`src/rtl/load_hazard_scoreboard_pkg.sv`:
```
// rtl/load_hazard_scoreboard_pkg.sv - shared constants, entry type and source unpack helper
package load_hazard_scoreboard_pkg;

  localparam int NUM_REGS = 32;
  localparam int REG_W    = 5;
  localparam int SRC_MAX  = 8;

  typedef struct packed {
    logic             valid;
    logic [REG_W-1:0] rd;
  } entry_t;

  // Sources are packed LSB-first; callers zero-pad to SRC_MAX entries.
  function automatic logic [REG_W-1:0] src_at(input logic [SRC_MAX*REG_W-1:0] flat, input int i);
    return flat[i*REG_W +: REG_W];
  endfunction

endpackage

```
`src/rtl/load_hazard_scoreboard_if.sv`:
```
// rtl/load_hazard_scoreboard_if.sv - pipeline-side bundle of the load hazard scoreboard
interface load_hazard_scoreboard_if #(
  parameter int NSRC  = 2,
  parameter int RW    = 5,
  parameter int DEPTH = 2,
  parameter int CW    = 32
);
  logic [NSRC-1:0]          ex_src_valid;
  logic [NSRC*RW-1:0]       ex_src;
  logic                     ld_issue;
  logic [RW-1:0]            ld_rd;
  logic                     ld_ready;
  logic                     ld_wb;
  logic [RW-1:0]            ld_wb_rd;
  logic                     axi_wait;
  logic                     bubble;
  logic [$clog2(DEPTH):0]   pend_cnt;
  logic                     full;
  logic                     empty;
  logic                     err;
  logic [CW-1:0]            stall_cnt;

  modport master (
    output ex_src_valid, ex_src, ld_issue, ld_rd, ld_wb, ld_wb_rd, axi_wait,
    input  ld_ready, bubble, pend_cnt, full, empty, err, stall_cnt
  );

  modport slave (
    input  ex_src_valid, ex_src, ld_issue, ld_rd, ld_wb, ld_wb_rd, axi_wait,
    output ld_ready, bubble, pend_cnt, full, empty, err, stall_cnt
  );
endinterface

```
`src/rtl/load_hazard_scoreboard_pend_queue.sv`:
```
// rtl/load_hazard_scoreboard_pend_queue.sv - in-order circular queue of outstanding load destinations
module load_hazard_scoreboard_pend_queue
  import load_hazard_scoreboard_pkg::*;
#(
  parameter  int DEPTH = 2,
  localparam int PW    = (DEPTH > 1) ? $clog2(DEPTH) : 1,
  localparam int CNT_W = $clog2(DEPTH) + 1
) (
  input  logic                 clk,
  input  logic                 rst,
  input  logic                 push,
  input  logic [REG_W-1:0]     push_rd,
  input  logic                 pop,
  output entry_t [DEPTH-1:0]   entries,
  output logic [PW-1:0]        head,
  output logic [CNT_W-1:0]     pend_cnt,
  output logic                 full,
  output logic                 empty
);

  logic [PW-1:0] tail;
  logic          pop_ok;

  function automatic logic [PW-1:0] ptr_inc(input logic [PW-1:0] p);
    return (DEPTH == 1) ? '0 : p + 1'b1;
  endfunction

  assign full   = (pend_cnt == CNT_W'(DEPTH));
  assign empty  = (pend_cnt == '0);
  assign pop_ok = pop && !empty;

  // Pop invalidates before push writes, so a DEPTH=1 push+pop overwrites the slot.
  always_ff @(posedge clk) begin
    if (rst) begin
      entries  <= '0;
      head     <= '0;
      tail     <= '0;
      pend_cnt <= '0;
    end else begin
      if (pop_ok) begin
        entries[head].valid <= 1'b0;
        head                <= ptr_inc(head);
      end
      if (push) begin
        entries[tail] <= {1'b1, push_rd};
        tail          <= ptr_inc(tail);
      end
      if (push && !pop_ok)
        pend_cnt <= pend_cnt + 1'b1;
      else if (!push && pop_ok)
        pend_cnt <= pend_cnt - 1'b1;
    end
  end

endmodule

```
`src/rtl/load_hazard_scoreboard.sv`:
```
// rtl/load_hazard_scoreboard.sv - multi-load RAW hazard scoreboard and bubble generator between EX and MEM
module load_hazard_scoreboard
  import load_hazard_scoreboard_pkg::*;
#(
  parameter int NREG      = NUM_REGS,
  parameter int RW        = REG_W,
  parameter int NSRC      = 2,
  parameter int DEPTH     = 2,
  parameter int BYPASS_WB = 1,
  parameter int CW        = 32
) (
  input  logic               clk,
  input  logic               rst,
  load_hazard_scoreboard_if.slave bus
);

  localparam int PW = (DEPTH > 1) ? $clog2(DEPTH) : 1;

  if (RW != REG_W || (1 << RW) < NREG || NSRC > SRC_MAX || NSRC < 1) begin : g_bad_cfg
    $error("load_hazard_scoreboard: unsupported RW/NREG/NSRC combination");
  end

  entry_t [DEPTH-1:0]          entries;
  logic [PW-1:0]               head;
  logic                        push;
  logic                        hazard;
  logic                        wb_bad;
  logic                        err_q;
  logic [CW-1:0]               stall_q;
  logic [SRC_MAX*REG_W-1:0]    src_flat;

  assign bus.ld_ready = !bus.full || bus.ld_wb;
  assign push         = bus.ld_issue && bus.ld_ready;

  load_hazard_scoreboard_pend_queue #(.DEPTH(DEPTH)) u_pend_queue (
    .clk      (clk),
    .rst      (rst),
    .push     (push),
    .push_rd  (bus.ld_rd),
    .pop      (bus.ld_wb),
    .entries  (entries),
    .head     (head),
    .pend_cnt (bus.pend_cnt),
    .full     (bus.full),
    .empty    (bus.empty)
  );

  // With WB forwarding the returning head load is already satisfied, so it is masked out.
  always_comb begin
    hazard   = 1'b0;
    src_flat = '0;
    src_flat[NSRC*REG_W-1:0] = bus.ex_src;
    for (int i = 0; i < NSRC; i++) begin
      for (int e = 0; e < DEPTH; e++) begin
        if (bus.ex_src_valid[i] && (src_at(src_flat, i) != '0) &&
            entries[e].valid && (entries[e].rd == src_at(src_flat, i)) &&
            !((BYPASS_WB != 0) && bus.ld_wb && (PW'(e) == head)))
          hazard = 1'b1;
      end
    end
  end

  assign bus.bubble = bus.axi_wait || hazard || (bus.ld_issue && !bus.ld_ready);
  assign wb_bad     = bus.ld_wb && (bus.empty || (bus.ld_wb_rd != entries[head].rd));

  always_ff @(posedge clk) begin
    if (rst) begin
      err_q   <= 1'b0;
      stall_q <= '0;
    end else begin
      if (wb_bad)
        err_q <= 1'b1;
      if (bus.bubble && (stall_q != '1))
        stall_q <= stall_q + 1'b1;
    end
  end

  assign bus.err       = err_q;
  assign bus.stall_cnt = stall_q;

endmodule

```
`src/flat_wrapper.sv`:
```
// flat-port wrapper written by rule: the top's interface ports become plain ports
module load_hazard_scoreboard_flat import load_hazard_scoreboard_pkg::*;
#(
  parameter int NREG      = NUM_REGS,
  parameter int RW        = REG_W,
  parameter int NSRC      = 2,
  parameter int DEPTH     = 2,
  parameter int BYPASS_WB = 1,
  parameter int CW        = 32
)
  (clk, rst, bus_ex_src_valid, bus_ex_src, bus_ld_issue, bus_ld_rd, bus_ld_wb, bus_ld_wb_rd, bus_axi_wait, bus_ld_ready, bus_bubble, bus_pend_cnt, bus_full, bus_empty, bus_err, bus_stall_cnt);
  load_hazard_scoreboard_if #(.NSRC(NSRC), .RW(RW), .DEPTH(DEPTH), .CW(CW)) bus_i ();
  input  logic clk;
  input  logic rst;
  input wire logic [$bits(bus_i.ex_src_valid)-1:0] bus_ex_src_valid;
  input wire logic [$bits(bus_i.ex_src)-1:0] bus_ex_src;
  input wire logic [$bits(bus_i.ld_issue)-1:0] bus_ld_issue;
  input wire logic [$bits(bus_i.ld_rd)-1:0] bus_ld_rd;
  input wire logic [$bits(bus_i.ld_wb)-1:0] bus_ld_wb;
  input wire logic [$bits(bus_i.ld_wb_rd)-1:0] bus_ld_wb_rd;
  input wire logic [$bits(bus_i.axi_wait)-1:0] bus_axi_wait;
  output wire logic [$bits(bus_i.ld_ready)-1:0] bus_ld_ready;
  output wire logic [$bits(bus_i.bubble)-1:0] bus_bubble;
  output wire logic [$bits(bus_i.pend_cnt)-1:0] bus_pend_cnt;
  output wire logic [$bits(bus_i.full)-1:0] bus_full;
  output wire logic [$bits(bus_i.empty)-1:0] bus_empty;
  output wire logic [$bits(bus_i.err)-1:0] bus_err;
  output wire logic [$bits(bus_i.stall_cnt)-1:0] bus_stall_cnt;
  assign bus_i.ex_src_valid = bus_ex_src_valid;
  assign bus_i.ex_src = bus_ex_src;
  assign bus_i.ld_issue = bus_ld_issue;
  assign bus_i.ld_rd = bus_ld_rd;
  assign bus_i.ld_wb = bus_ld_wb;
  assign bus_i.ld_wb_rd = bus_ld_wb_rd;
  assign bus_i.axi_wait = bus_axi_wait;
  assign bus_ld_ready = bus_i.ld_ready;
  assign bus_bubble = bus_i.bubble;
  assign bus_pend_cnt = bus_i.pend_cnt;
  assign bus_full = bus_i.full;
  assign bus_empty = bus_i.empty;
  assign bus_err = bus_i.err;
  assign bus_stall_cnt = bus_i.stall_cnt;
  load_hazard_scoreboard #(.NREG(NREG), .RW(RW), .NSRC(NSRC), .DEPTH(DEPTH), .BYPASS_WB(BYPASS_WB), .CW(CW)) u_core (.clk(clk), .rst(rst), .bus(bus_i));
endmodule
```
`config.mk`:
```
export PLATFORM = sky130hd
export DESIGN_NAME = load_hazard_scoreboard_flat
export DESIGN_NICKNAME = d
export VERILOG_FILES = /design/src/rtl/load_hazard_scoreboard_pkg.sv /design/src/rtl/load_hazard_scoreboard_if.sv /design/src/rtl/load_hazard_scoreboard_pend_queue.sv /design/src/rtl/load_hazard_scoreboard.sv /design/src/flat_wrapper.sv
export SDC_FILE = /design/constraint.sdc
export NUM_CORES = 1
export LEC_CHECK = 0
export CELL_PAD_IN_SITES_DETAIL_PLACEMENT = 0
export CELL_PAD_IN_SITES_GLOBAL_PLACEMENT = 1
export CORE_UTILIZATION = 41
export CTS_BUF_LIST = sky130_fd_sc_hd__clkbuf_8
export DETAILED_ROUTE_END_ITERATION = 12
export PLACE_DENSITY = 0.95
export SYNTH_ARGS = -nofsm -noshare
export SYNTH_HDL_FRONTEND = slang
export SYNTH_HIERARCHICAL = 1
export SYNTH_SLANG_ARGS = --single-unit
export TNS_END_PERCENT = 1
```
`constraint.sdc`:
```
create_clock -name clk -period 3.9 [get_ports clk]
set_input_delay 0.78 -clock clk [delete_from_list [all_inputs] [get_ports clk]]
set_output_delay 0.78 -clock clk [all_outputs]
set_load 0.005 [all_outputs]
```
== Yosys cells after proc, flatten, opt, wreduce, memory -nomap -nowiden ==
Cells that the tools add are included.

* Word-level logic and storage cells: 83
* Input port bits: 27
* Bits in registers: 49
* Output and inout port bits: 39

* Multiplexer cells: 17
* Add/subtract/negate cells: 5
* Equal/unequal tests: 7
* Bitwise gates (word level): 1
* $lt $le $gt $ge: 4
* Reductions and logical operators: 40

{| class="wikitable"
|+ Operators by type and width
! operator !! count
|-
| $mux 12 || 3
|-
| $add 32x1->32 const B || 1
|-
| $ne 32x32->1 const B || 1
|-
| $logic_and 1x1->1 || 25
|-
| $bwmux 12 || 2
|-
| $eq 5x5->1 || 4
|-
| $demux 6 s1 || 2
|-
| $mux 6 || 2
|-
| $mux 5 || 2
|-
| $reduce_bool 5->1 || 2
|-
| $logic_not 1->1 || 7
|-
| $ne 5x5->1 || 1
|-
| $logic_or 1x1->1 || 4
|-
| $lt 1x2->1 const B || 2
|-
| $mux 1 || 4
|-
| $mux 2 || 2
|-
| $add 1x1->1 const B || 2
|-
| $add 2x1->2 const B || 1
|-
| $eq 2x2->1 const B || 1
|-
| $ge 1x1->1 const B || 2
|-
| $logic_not 2->1 || 1
|-
| $reduce_bool 2->1 || 1
|-
| $sub 2x1->2 const B || 1
|-
| $not 1->1 || 1
|}

== Logic depth before layout (Yosys ltp) ==
* Depth in word-level cells: 12
* Gate-level depth with buffers: 9
* Mapped depth without buffers: 8

== By module ==
The synthesis kept the hierarchy.

{| class="wikitable"
|+ By module, submodules not included
! module !! cells each !! times used !! area an instance (µm²)
|-
| load_hazard_scoreboard || 268 || 1 || 2239.6
|-
| load_hazard_scoreboard_pend_queue || 72 || 1 || 606.8
|}

== Least setup slack after synthesis ==
Ideal clock, no wire load.

* Path type: input port to output port
* Start point: input bus_ex_src[6]
* End point: output bus_bubble
* Data required time: 3.120 ns
* Stages: 5
* Path buffers: 0
* Data arrival time: 2.006 ns
* Setup slack: 1.114 ns
* Cell sequence: or4_1 > o21ai_1 > a21oi_1 > a2111oi_4 > inv_2

* Longest elaborated chain between the ends: 9
* Elaborated cells on any way between the ends: 14
* Classes of those cells: eq/ne: 2; mux: 2; reduce/logical: 10

{| class="wikitable"
|+ Ends and longest elaborated chain
! what !! line !! text
|-
| start: declaration || flat_wrapper.sv:16 || <nowiki>input wire logic [$bits(bus_i.ex_src)-1:0] bus_ex_src;</nowiki>
|-
| $reduce_bool 5->1 || load_hazard_scoreboard.sv:55 || <nowiki>if (bus.ex_src_valid[i] && (src_at(src_flat, i) != '0) &&</nowiki>
|-
| $logic_and 1x1->1 (2 in series) || load_hazard_scoreboard.sv:55 ||
|-
| $logic_and 1x1->1 (2 in series) || load_hazard_scoreboard.sv:56 || <nowiki>entries[e].valid && (entries[e].rd == src_at(src_flat, i)) &&</nowiki>
|-
| $mux 1 || load_hazard_scoreboard.sv:55 ||
|-
| $mux 1 (*) || load_hazard_scoreboard.sv:55 ||
|-
| $logic_or 1x1->1 (*) (2 in series) || load_hazard_scoreboard.sv:63 || <nowiki>assign bus.bubble = bus.axi_wait || hazard || (bus.ld_issue && !bus.ld_ready);</nowiki>
|-
| end: declaration || flat_wrapper.sv:23 || <nowiki>output wire logic [$bits(bus_i.bubble)-1:0] bus_bubble;</nowiki>
|}

Mark *: on every way between the ends. The rest lies on a longest branch, timed or not.

== Worst setup path in the final report ==
* Start point: input bus_ex_src[7]
* End point: output bus_bubble

Same word-level chain as after synthesis.

==> flow_summary.yaml <==
critical_path:
  critPathMaxStageDelay_ns: 0.52
  crit_path_top_delay_cell: "or4_1"
  cp_num_cells: 7
  worst_r2r_path_depth: 6
  path_delay_family: "buffers and inverters"
  cp_common_cell: "clkdlybuf4s50_1"
  critPathRequiredTime_ns: 3.12
  worstPathCellList: "clkdlybuf4s50_1 -> or4_1 -> o21ai_1 -> a21oi_1 -> a2111oi_4 -> inv_2 -> clkdlybuf4s50_1"
  cp_max_fo: 3
  worstSetupEndpointType: "primary output"
  critPathKind: "primary input to primary output"
  start_kind: "primary input"
  cp.arrival_ns: 2.99
  path_buf_inv: 3
pwr:
  ir_drop_mv: 0.168
  cellPowerDensity_nw_per_um2: 308
  pwr-share-clk: 0.248
  sw_frac_of_total: 0.288
  p_comb_frac: 0.230
  power.share.sequential: 0.522
  leakage_nw: 1.22
  switchingPower_uw: 318
  p_int_uw: 786
  total_power_mw: 1.10
synthesis:
  synth_top_cell_area_share: 0.345
  yosys.area.top_type: "dfxtp_1"
  yosysWarningCount: 6
  synth_nets: 369
  synth_area_leaders: "dfxtp_1, xor2_1, a21oi_1"
  syn_avg_cell_area_sq_um: 8.37
  ys.flop_type: "dfxtp_1"
  synth-seq-cells: 49
  synth_edf_count: 0
  synth_cell_types: 44
  seq_area_frac_synth: 0.345
  synth-async-reset-ratio: 0
  synth_cells: 340
  syn_area_sq_um: 2850
detailed_routing:
  vias_per_cell: 5.66
  totalWireLength_mm: 6.78
  wl_per_cell_um: 14.3
  drt_iter0_markers: 195
  ant_nets: 0
  drc: 0
  firstDrtPassIters: 4
  num_vias: 2685
sta:
  skew_ns: 0.0105
  fmax_mhz: 266
  tns_ns: 0
  relSlewSlack: 0.303
  rsz0062_at_grt: "no"
  timing.final.ws_setup_ns: 0.134
  fin_crit_sh: 0.966
  setup_viol: 0
  hold_slack_ns: 0.482
  drv_slew: 0
  post-route-min-period_ns: 3.77
  tightest_slew_ns: 1.05
  hold_viol: 0
layout:
  num-nets-final: 424
  final_cell_mix: "clkdlybuf4s50_1, dfxtp_1, a21oi_1"
  stdcell_count: 474
  stdcell_area_sq_um: 3590
  final_layout_size_suffix_gt1_frac: 0.0838
  final_common_cell: "clkdlybuf4s50_1"
  n_antenna_cell: 0
  syn2layout_area_growth_pct: 26.1
  utilization: 0.531
grt:
  antenna_found_initial: 0
  grt_max_degree: 62
  grt_pass1_wl_mm: 11.3
  grt_overflow_total: 0
  grt_pass1_vias: 2402
  grt_usage: 0.188
run_status:
  status: "complete, no violations"
min_path:
  min_path_cells: 2
  hp-class: "register to register"
clock_tree:
  clock-root-buffer: "clkbuf_8"
  cts_resized: 0
  cts.path.max_buffers: 2
  cts_buffers: 5
  cts_setup_buffers: 0
  h-tree-depth: 2
  cts_sinks: 49
  cts_tree: "built"
  clkLatencyLatePin_ns: 0.29
  clk_pin_slew_ns: 0.09
  cts_hold_buf: 0
floorplanning:
  dieArea_sq_um: 7280
  dieHeight_um: 85.3
  io_pins: 66
  fp-row-count: 30
  start_util: 0.421
  core_sq_um: 6760
  die_w_um: 85.3
placement:
  place_hpwl_mm: 4.83
  dpl_cell_area_sq_um: 3510
  dp_cells: 468
  gp_congestion: 0.867
  dp_slack_ns: 0.138
  port_buffers: 65
flow_run:
  maxCapViolations: 0
[tightest hold or removal path: cells and delay by family (launching register included)]
family | cells | cell delay [ns]
AND/OR/NAND/NOR | 1 | 0.07
AO/OA/AOI/OAI | 1 | 0.04
flip-flops | 1 | 0.34
[power groups by stage]
stage | Sequential (mW) | Clock, mW | Combinational (mW)
finish | 0.576 | 0.273 | 0.254
floorplan | 0.567 | 0 | 0.167
CTS | 0.576 | 0.284 | 0.256
detailed placement | 0.588 | 0 | 0.255
global route | 0.583 | 0.305 | 0.282
global placement | 0.587 | 0 | 0.250
[synth_stat cells, types with 3 or more instances]
library cell / number
a21oi_1: 36
nand2b_1: 3
and2_1: 3
buf_4: 3
nor3_1: 7
nor2b_1: 14
o21ai_0: 10
dfxtp_1: 49
nand4_1: 19
nor4_1: 9
mux2i_1: 5
mux2_2: 10
nand2_1: 24
and3_1: 6
xnor2_1: 6
nor2_1: 21
nand3_1: 16
or3_1: 9
clkbuf_1: 10
or4_1: 14
o31ai_1: 12
buf_2: 6
xor2_1: 22
[cell type report]
class / instances / area (sq um)
Sequential cell: 49 / 981
Timing Repair Buffer: 69 / 676
Clock inverter: 1 / 5.00
Inverter: 3 / 11.3
Fill cell: 648 / 3170
Tap cell: 80 / 100
Clock buffer: 5 / 68.8
Multi-Input combinational cell: 267 / 1750
[cells by family after synthesis]
| kind of cell | after synthesis | share of synthesized area |
|---|---|---|
| adder cells (fa/ha/maj) | 2 | 0.00879 |
| flip-flops | 49 | 0.345 |
| AO/OA/AOI/OAI | 65 | 0.138 |
| buffers and inverters | 24 | 0.0435 |
| AND/OR/NAND/NOR | 155 | 0.313 |
| multiplexers | 17 | 0.0664 |
| XOR/XNOR | 28 | 0.0862 |
[worst paths after layout]
| kind | slack (ns) | to | startpoint |
|---|---|---|---|
| worst max-delay path | 0.13 | bus_bubble | bus_ex_src[7] |
| worst min-delay path | 0.48 | u_core/bus.err$_SDFFE_PP0P_ | u_core/bus.err$_SDFFE_PP0P_ |
| worst max register to register | 1.39 | u_core/bus.stall_cnt[2]$_SDFFE_PP0P_ | u_core/bus.stall_cnt[10]$_SDFFE_PP0P_ |
| worst min register to register | 0.48 | u_core/bus.err$_SDFFE_PP0P_ | u_core/bus.err$_SDFFE_PP0P_ |
[layer usage]
layer  share of wire  routed length [um]  global-route usage  up-vias
li1                -                   -                   -     1356
met1            0.47                3210               0.265     1261
met2            0.47                3200               0.306       66
met3           0.049                 330              0.0311        2
met4          0.0043                  29              0.0333        0
met5               0                   0                   0        -
[sequential cells by signal, summed over array words and instances (netlist names)]
signal                        cells
u_core/u_pend_queue/head          1
u_core/u_pend_queue/tail          1
u_core/u_pend_queue/entries      12
u_core/u_pend_queue/pend_cnt      2
u_core/bus.stall_cnt             32
u_core/bus.err                    1
Note: power is estimated with default switching activity, not from simulation.
